[src/rtl/output_line_storer.sv]
// output_line_storer: writes one channel-packed line-buffer line into the channel-planar OFM RAM.
// Latency: G*S*(OFM_DATA_NUM+1+R_BRAM_DATA_W) cycles after the start edge, then a one-cycle DONE.
// Backpressure: none; both RAMs are always ready, ap_start is honoured only in IDLE.
module output_line_storer #(
  parameter int OFM_DATA_NUM  = 4,
  parameter int R_BRAM_DATA_W = 16
) (
  input  logic                                                  clk,
  input  logic                                                  rstn,
  input  logic [8:0]                                            ofm_w,
  input  logic [8:0]                                            och,
  input  logic [7:0]                                            line_idx,
  input  logic                                                  ap_start,
  output logic                                                  r_en,
  output logic [$clog2(64*64/R_BRAM_DATA_W)-1:0]                r_addr,
  input  logic [8*R_BRAM_DATA_W-1:0]                            r_data,
  output logic                                                  w_en,
  output logic [$clog2(128*128*16/OFM_DATA_NUM)-1:0]            w_addr,
  output logic [8*OFM_DATA_NUM-1:0]                             w_data,
  output logic                                                  ap_done
);

  localparam int R_DATA_W  = 8 * R_BRAM_DATA_W;
  localparam int W_DATA_W  = 8 * OFM_DATA_NUM;
  localparam int LB_DEPTH  = $clog2(64 * 64 / R_BRAM_DATA_W);
  localparam int OFM_DEPTH = $clog2(128 * 128 * 16 / OFM_DATA_NUM);
  localparam int N_LOG     = $clog2(OFM_DATA_NUM);
  localparam int C_LOG     = $clog2(R_BRAM_DATA_W);
  localparam int P_W       = (N_LOG > 0) ? N_LOG : 1;
  localparam int C_W       = (C_LOG > 0) ? C_LOG : 1;

  typedef enum logic [2:0] {S_IDLE, S_READ, S_WAIT, S_WRITE, S_DONE} state_t;

  state_t              r_state;
  state_t              w_state_nxt;
  logic [8:0]          r_g;
  logic [8:0]          r_s;
  logic [P_W-1:0]      r_p;
  logic [C_W-1:0]      r_c;
  logic                r_rd_vld;
  logic [P_W-1:0]      r_rd_idx;
  logic [R_DATA_W-1:0] r_pixbuf [OFM_DATA_NUM];

  logic [8:0]          w_grp_num;
  logic [8:0]          w_slc_num;
  logic                w_last_p;
  logic                w_last_c;
  logic                w_last_s;
  logic                w_last_gs;
  logic [31:0]         w_plane;
  logic [31:0]         w_raddr_full;
  logic [31:0]         w_waddr_full;
  logic [W_DATA_W-1:0] w_wdat;

  // Loop bounds: partial groups/slices are floored away.
  assign w_grp_num = ofm_w >> N_LOG;
  assign w_slc_num = och >> C_LOG;
  assign w_last_p  = (r_p == P_W'(OFM_DATA_NUM - 1));
  assign w_last_c  = (r_c == C_W'(R_BRAM_DATA_W - 1));
  assign w_last_s  = (r_s == w_slc_num - 9'd1);
  assign w_last_gs = w_last_s && (r_g == w_grp_num - 9'd1);

  // Words per channel plane of the OFM RAM; addresses are formed at 32b and truncated to port width.
  assign w_plane      = (32'(ofm_w) * 32'(ofm_w)) >> N_LOG;
  assign w_raddr_full = ((32'(r_g) << N_LOG) + 32'(r_p)) * 32'(w_slc_num) + 32'(r_s);
  assign w_waddr_full = 32'(line_idx) * 32'(w_grp_num) + 32'(r_g)
                      + ((32'(r_s) << C_LOG) + 32'(r_c)) * w_plane;

  // Transpose: byte i of the OFM word is channel c of the i-th buffered pixel.
  always_comb begin
    w_wdat = '0;
    for (int i = 0; i < OFM_DATA_NUM; i++) begin
      w_wdat[i*8 +: 8] = r_pixbuf[i][{r_c, 3'b000} +: 8];
    end
  end

  // State register.
  always_ff @(posedge clk or negedge rstn) begin
    if (!rstn) r_state <= S_IDLE;
    else       r_state <= w_state_nxt;
  end

  // Next state and Moore outputs; everything is quiet outside READ/WRITE except ap_done.
  always_comb begin
    w_state_nxt = r_state;
    r_en        = 1'b0;
    r_addr      = '0;
    w_en        = 1'b0;
    w_addr      = '0;
    w_data      = '0;
    ap_done     = 1'b0;
    case (r_state)
      S_IDLE: begin
        if (ap_start) begin
          w_state_nxt = (w_grp_num == 9'd0 || w_slc_num == 9'd0) ? S_DONE : S_READ;
        end
      end
      S_READ: begin
        r_en   = 1'b1;
        r_addr = LB_DEPTH'(w_raddr_full);
        if (w_last_p) w_state_nxt = S_WAIT;
      end
      S_WAIT: begin
        w_state_nxt = S_WRITE;
      end
      S_WRITE: begin
        w_en   = 1'b1;
        w_addr = OFM_DEPTH'(w_waddr_full);
        w_data = w_wdat;
        if (w_last_c) w_state_nxt = w_last_gs ? S_DONE : S_READ;
      end
      S_DONE: begin
        ap_done     = 1'b1;
        w_state_nxt = S_IDLE;
      end
      default: w_state_nxt = S_IDLE;
    endcase
  end

  // Loop counters: p steps in READ, c in WRITE; s is the inner loop, g the outer.
  always_ff @(posedge clk or negedge rstn) begin
    if (!rstn) begin
      r_g <= '0;
      r_s <= '0;
      r_p <= '0;
      r_c <= '0;
    end else begin
      case (r_state)
        S_READ: r_p <= w_last_p ? '0 : r_p + P_W'(1);
        S_WRITE: begin
          if (w_last_c) begin
            r_c <= '0;
            if (w_last_s) begin
              r_s <= '0;
              r_g <= r_g + 9'd1;
            end else begin
              r_s <= r_s + 9'd1;
            end
          end else begin
            r_c <= r_c + C_W'(1);
          end
        end
        S_WAIT: ;
        default: begin
          r_g <= '0;
          r_s <= '0;
          r_p <= '0;
          r_c <= '0;
        end
      endcase
    end
  end

  // Capture read data one cycle after its request (RAM latency of one).
  always_ff @(posedge clk or negedge rstn) begin
    if (!rstn) begin
      r_rd_vld <= 1'b0;
      r_rd_idx <= '0;
      for (int i = 0; i < OFM_DATA_NUM; i++) r_pixbuf[i] <= '0;
    end else begin
      r_rd_vld <= (r_state == S_READ);
      r_rd_idx <= r_p;
      if (r_rd_vld) r_pixbuf[r_rd_idx] <= r_data;
    end
  end

endmodule

[config.mk]
export PLATFORM = sky130hd
export DESIGN_NAME = output_line_storer
export DESIGN_NICKNAME = d
export VERILOG_FILES = /design/src/rtl/output_line_storer.sv
export SDC_FILE = /design/constraint.sdc
export NUM_CORES = 1
export LEC_CHECK = 0
export BUFFER_PORTS_ARGS = -buffer_cell sky130_fd_sc_hd__buf_4
export CORE_MARGIN = 2
export CORE_UTILIZATION = 50
export CTS_BUF_LIST = sky130_fd_sc_hd__clkbuf_8 sky130_fd_sc_hd__clkbuf_16
export CTS_CLUSTER_DIAMETER = 200
export CTS_CLUSTER_SIZE = 24
export DETAILED_ROUTE_END_ITERATION = 6
export PLACE_DENSITY = 0.68
export SLEW_MARGIN = 40
export SYNTH_ARGS = -nofsm -noshare
export SYNTH_HDL_FRONTEND = slang
export SYNTH_SLANG_ARGS = --single-unit
[constraint.sdc]
create_clock -name clk -period 32.9 [get_ports clk]
set_input_delay 3.29 -clock clk [delete_from_list [all_inputs] [get_ports clk]]
set_output_delay 3.29 -clock clk [all_outputs]
set_load 0.05 [all_outputs]
* Yosys cells after proc, flatten, opt, wreduce, memory -nomap -nowiden *
Index checks and enable logic that the tools add are counted.

operators by class
  magnitude comparators = 2
  muxes and demuxes = 25
  multipliers = 4
  $add $sub $neg = 11
  eq/ne operators = 12
  reductions and logical operators = 11
  bitwise gates (word level) = 2
  shifts and indexed selects = 4

operators by type and width
  cell                                          number
  bitwise mux 512 bit                           1
  indexed part select 128 x 8 -> 8 bit          4
  demux 128 bit (select 2 bit)                  1
  two-way mux 128 bit                           1
  two-way mux 9 bit                             4
  one-hot mux 9 bit (2 select lines)            2
  two-way mux 32 bit                            1
  adder 9 x 1 -> 9 bit, second input constant   2
  == test 9 bit                                 2
  zero test 9 bit                               2
  multiplier 9 x 9 -> 18 bit                    1
  adder 15 x 9 -> 16 bit                        1
  adder 16 bit                                  1
  multiplier 14 x 16 -> 16 bit                  1
  two-way mux 16 bit                            1
  multiplier 8 x 7 -> 15 bit                    1
  two-way mux 3 bit                             5
  adder 13 x 4 -> 14 bit                        1
  adder 11 x 2 -> 12 bit                        1
  multiplier 12 x 5 -> 8 bit                    1
  one-hot mux 3 bit (4 select lines)            1
  adder 8 bit                                   1
  two-way mux 8 bit                             1
  inequality test 2 bit, second input constant  4
  24 further kinds                              30

word-level totals
  bits in registers = 542

* Logic depth before layout (Yosys ltp) *
  depth in word-level cells = 6
  mapped depth = 42
  mapped depth without buffers = 41

* Least setup slack after synthesis *
OpenSTA, ideal clock, no wires.

  path kind = in2out
  from = in ofm_w[6]
  to = out w_addr[15]
  stages on the path = 39
  data arrival time = 13.689 ns
  slack = 15.921 ns
  cells stage by stage = clkbuf_1 > clkbuf_1 > nand2_1 > fa_1 > inv_1 > fa_1 > inv_1 > fa_1 > fa_1 > inv_1 > ha_1 > or4_1 > o21ai_2 > a211oi_2 > o31ai_2 > nor3b_1 > nor2_1 > nand2_1 > (+3 left out) > fa_1 > inv_1 > fa_1 > fa_1 > inv_1 > fa_1 > ha_1 > xnor2_1 > xnor2_1 > xnor2_2 > xnor3_1 > xnor3_1 > xnor2_1 > xnor3_1 > xnor3_1 > xnor2_1 > xnor3_1 > nor2_1

between the ends
  cells in the longest elaborated chain, start to end = 4
  elaborated cells between the ends (all ways) = 6
  classes of those cells = 2 x add/sub; 3 x mul; 1 x mux

ends and longest elaborated chain
  item                                                                             line    source
  start, declared                                                                  10      input logic [8:0] ofm_w,
  multiplier 9 x 9 -> 18 bit / multiplier 8 x 7 -> 15 bit (equally long branches)  64, 66
  multiplier 14 x 16 -> 16 bit / adder 15 x 9 -> 16 bit (equally long branches)    67, 66
  adder 16 bit *                                                                   67      + ((32'(r_s) << C_LOG) + 32'(r_c)) * w_plane;
  two-way mux 16 bit *                                                             92      case (r_state)
  end, declared                                                                    18      output logic [$clog2(128*128*16/OFM_DATA_NUM)-1:0] w_addr,

Mark *: on every way between the ends. The rest lies on a longest branch, timed or not.

* Worst setup path after layout *
  from = in ofm_w[2]
  to = out w_addr[15]

Same word-level chain as after synthesis.

==> impl_results.md <==
- Via density: 5.738
- Die height: 263.7 um
- GP Congestion: 0.8687
- CP Class: input port to output port
- Synth Net Count: 3044
- Layout fillers: 5481
- Finished Cell Area: 0.03692 mm2
- Cell Area, Placed: 0.03613 mm2
- Yosys reg bits: 542
- Power Dens Cells: 80.51 mW/mm2
- Drt drc: 0
- Slew HR: 46.41%
- CP Data Arrival Time: 14.34 ns
- Status: finished clean
- Synth Area in Compound Gates: 1.926%
- Finish-stage setup viols: 0
- TNS Setup: 0 ns
- Worst path slowest cell: o311ai_1
- Vias in the first global route: 22340
- Die ar.: 0.06954 mm2
- Met1 usage: 33.03%
- Initial antenna violation count: 28
- Met2 GRT Util: 40.55%
- Met3 Track Usage GR: 4.707%
- Final worst path period share: 53.59%
- Post-synth EDFFs: 0
- Final wirelength: 83.24 mm
- Worst hold path class: flip-flop to flip-flop
- Starting Density: 50.39%
- PostCTS Resize Cnt: 0
- Max-capacitance violation count: 0
- Worst path max stage delay: 0.64 ns
- Share of post-route cells with drive strength above 1: 35.75%
- Post-CTS Setup Inserts: 0
- First-pass GRT wire length: 131.2 mm
- Cell mode on critical path: fa_1
- Mapped Area: 0.03372 mm2
- CP max FO: 20
- XOR/XNOR share of the synthesized area: 2.564%
- Async SR Flop Fraction: 100.0%
- CTS tree: done
- Clock latency on the worst-skew pair: 0.60 ns
- Data required time of the critical path: 29.61 ns
- Yosys warning count: 0
- HPWL after DPL: 61.75 mm
- GRT Overall Usage: 24.51%
- Fmax: 56.71 MHz
- Area grow syn2layout: 9.477%
- Drt pass-1 iters: 5
- Site row count: 95
- Top Ports: 216
- Worst Clk Skew: 0.03252 ns
- GRT overflow: 0
- GRT busiest layer: met2
- Final Max Tran Viols: 0
- Via Count: 20540
- Nets: 3164
- Cells after Synth: 2568
- Chip Width: 263.7 um
- Simple-Gate Fraction of Synth Area: 6.530%
- Adder-cell area share of the yosys netlist: 16.11%
- Largest family of logic cells by synthesized area: multiplexers
- Worst slew pin tran: 0.8039 ns
- Clock Root Buffer: clkbuf_16
- Critical path launch point type: input port
- Routed len/inst: 23.26 um
- Core Region: 0.06692 mm2
- Maximum vdd drop: 0.04803 mV
- Worst setup EP type: output port
- Reg clk slew, reported paths: 0.09 ns
- Synth Flop Type: dfrtp_1
- Clock sink count: 542
- Cts bufs inserted: 26
- Number of H-tree levels: 1
- ANT nets after route: 0
- Sequential area share after synthesis: 40.22%
- LEAKAGE: 16.25 nW
- Maximum clock path buffer count: 3
- Netlist cell types: 65
- Post-synthesis mux area share: 27.91%
- RSZ-0062 raised after global routing: no
- Final-report hold violation count: 0
- # port buffers: 211
- Final Critical Period: 17.63 ns
- Hold Buf Count CTS: 0
- Syn avg cell area: 13.13 um2
- Drt initial violations: 1233
- Largest net degree at the start of global routing: 116
[sequential cells by signal (all words and copies together), names as in the netlist]
signal    count
r_state       3
r_p           2
r_rd_vld      1
r_pixbuf    512
r_rd_idx      2
r_c           4
r_s           9
r_g           9
[through the flow]
stage | worst slack [ns] | power, W | cells | util, % | hold WS, ns
2_1_floorplan | 15.92 | 0.002204 | 2568 | - | 0.4513
3_3_place_gp | 15.31 | 0.002550 | 3529 | 53.85 | 0.4811
3_5_place_dp | 15.23 | 0.002632 | 3531 | 53.99 | 0.4874
4_1_cts | 15.17 | 0.002985 | 3562 | 55.02 | 0.5098
5_1_grt | 14.66 | 0.003174 | 3572 | 55.14 | 0.5172
6_report | 15.27 | 0.002972 | 3579 | 55.17 | 0.5062
[critical path, delay by kind of cell]
| kind | cells | cell delay [ns] |
|---|---|---|
| compound gates | 4 | 1.16 |
| xor+xnor | 10 | 2.40 |
| fa+ha+maj | 12 | 5.47 |
| buf+inv | 8 | 1.05 |
| simple gates | 4 | 0.97 |
[cell families (layout without fill, tap and decap cells)]
kind of cell | after synthesis | in the layout
xor gates and xnor gates | 87 | 87
and+or+nand+nor | 434 | 434
other | 0 | 15
AOI/OAI and AO/OA | 96 | 96
buffers and inverters | 414 | 537
DFF | 542 | 542
muxes | 676 | 676
adders and majority gates | 319 | 319
[cells in the mapped netlist (10+ instances only)]
library cell	count	share of area, %
dfrtp_1	542	40
mux2_2	514	17
inv_1	266	3.0
fa_1	192	11
mux4_2	160	11
nand2_1	157	1.7
and2_1	147	2.7
ha_1	127	4.7
clkbuf_1	121	1.3
xnor2_1	49	1.3
nor2_1	46	0.51
a21oi_1	30	0.45
xor2_1	30	0.78
nand3_1	20	0.30
buf_1	19	0.21
o21ai_0	19	0.28
nand2b_1	10	0.19
[worst paths after layout]
check                           endpoint          start  cells past startpoint  slack [ns]
setup / recovery              w_addr[15]       ofm_w[2]                     38       15.27
hold / removal             r_pixbuf[183]  r_pixbuf[183]                      1        0.51
setup reg to reg                  r_g[7]     r_state[0]                     13       29.19
hold reg to reg            r_pixbuf[183]  r_pixbuf[183]                      1        0.51
max in group asynchronous         r_c[0]           rstn                      3       28.82
min in group asynchronous   r_pixbuf[81]           rstn                      1        2.56
[cell type report]
type | instances | area (um2) | share of cell area [%]
Clock inverter | 5 | 38.79 | 0.1051
Clock buffer | 26 | 650.6 | 1.762
Multi-Input combinational cell | 1612 | 18590 | 50.34
Antenna cell | 15 | 37.54 | 0.1017
Timing Repair Buffer | 238 | 1933 | 5.236
Inverter | 268 | 1006 | 2.725
Sequential cell | 542 | 13570 | 36.77
Tap cell | 873 | 1092 | 2.959
[layout by cell type (no fill, tap or decap), drive strengths merged, types with 3 or more instances in the layout]
master and n:
xnor2 51, dfrtp 542, nand3 20, nand2b 10, o21bai 6, and2 147
buf 238, a31oi 4, ha 127, xnor3 5, nor2b 8, nor2 46
clkbuf 26, nand2 158, or4 4, o31ai 6, or2 3, o21ai 21
a211o 3, nor3 9, mux4 160, nor4 6, a211oi 3, a21o 8
xor2 31, fa 192, nand4 3, diode 15, mux2 514, nand3b 3
a21oi 30, and3 8, inv 271
[where the power goes]
group | total [W] | switching [W] | internal (W)
registers | 0.00117 | 0.000173 | 0.000997
logic | 0.00145 | 0.000693 | 0.000756
clock network | 0.000353 | 0.000210 | 0.000144
[metal layers]
layer | wire (um) | part of all wire [%]
met4 | 2456 | 3.0
met1 | 35390 | 43
met3 | 4538 | 5.5
met2 | 40700 | 49
met5 | 152 | 0.18
Note: power is estimated with default switching activity, not from simulation.
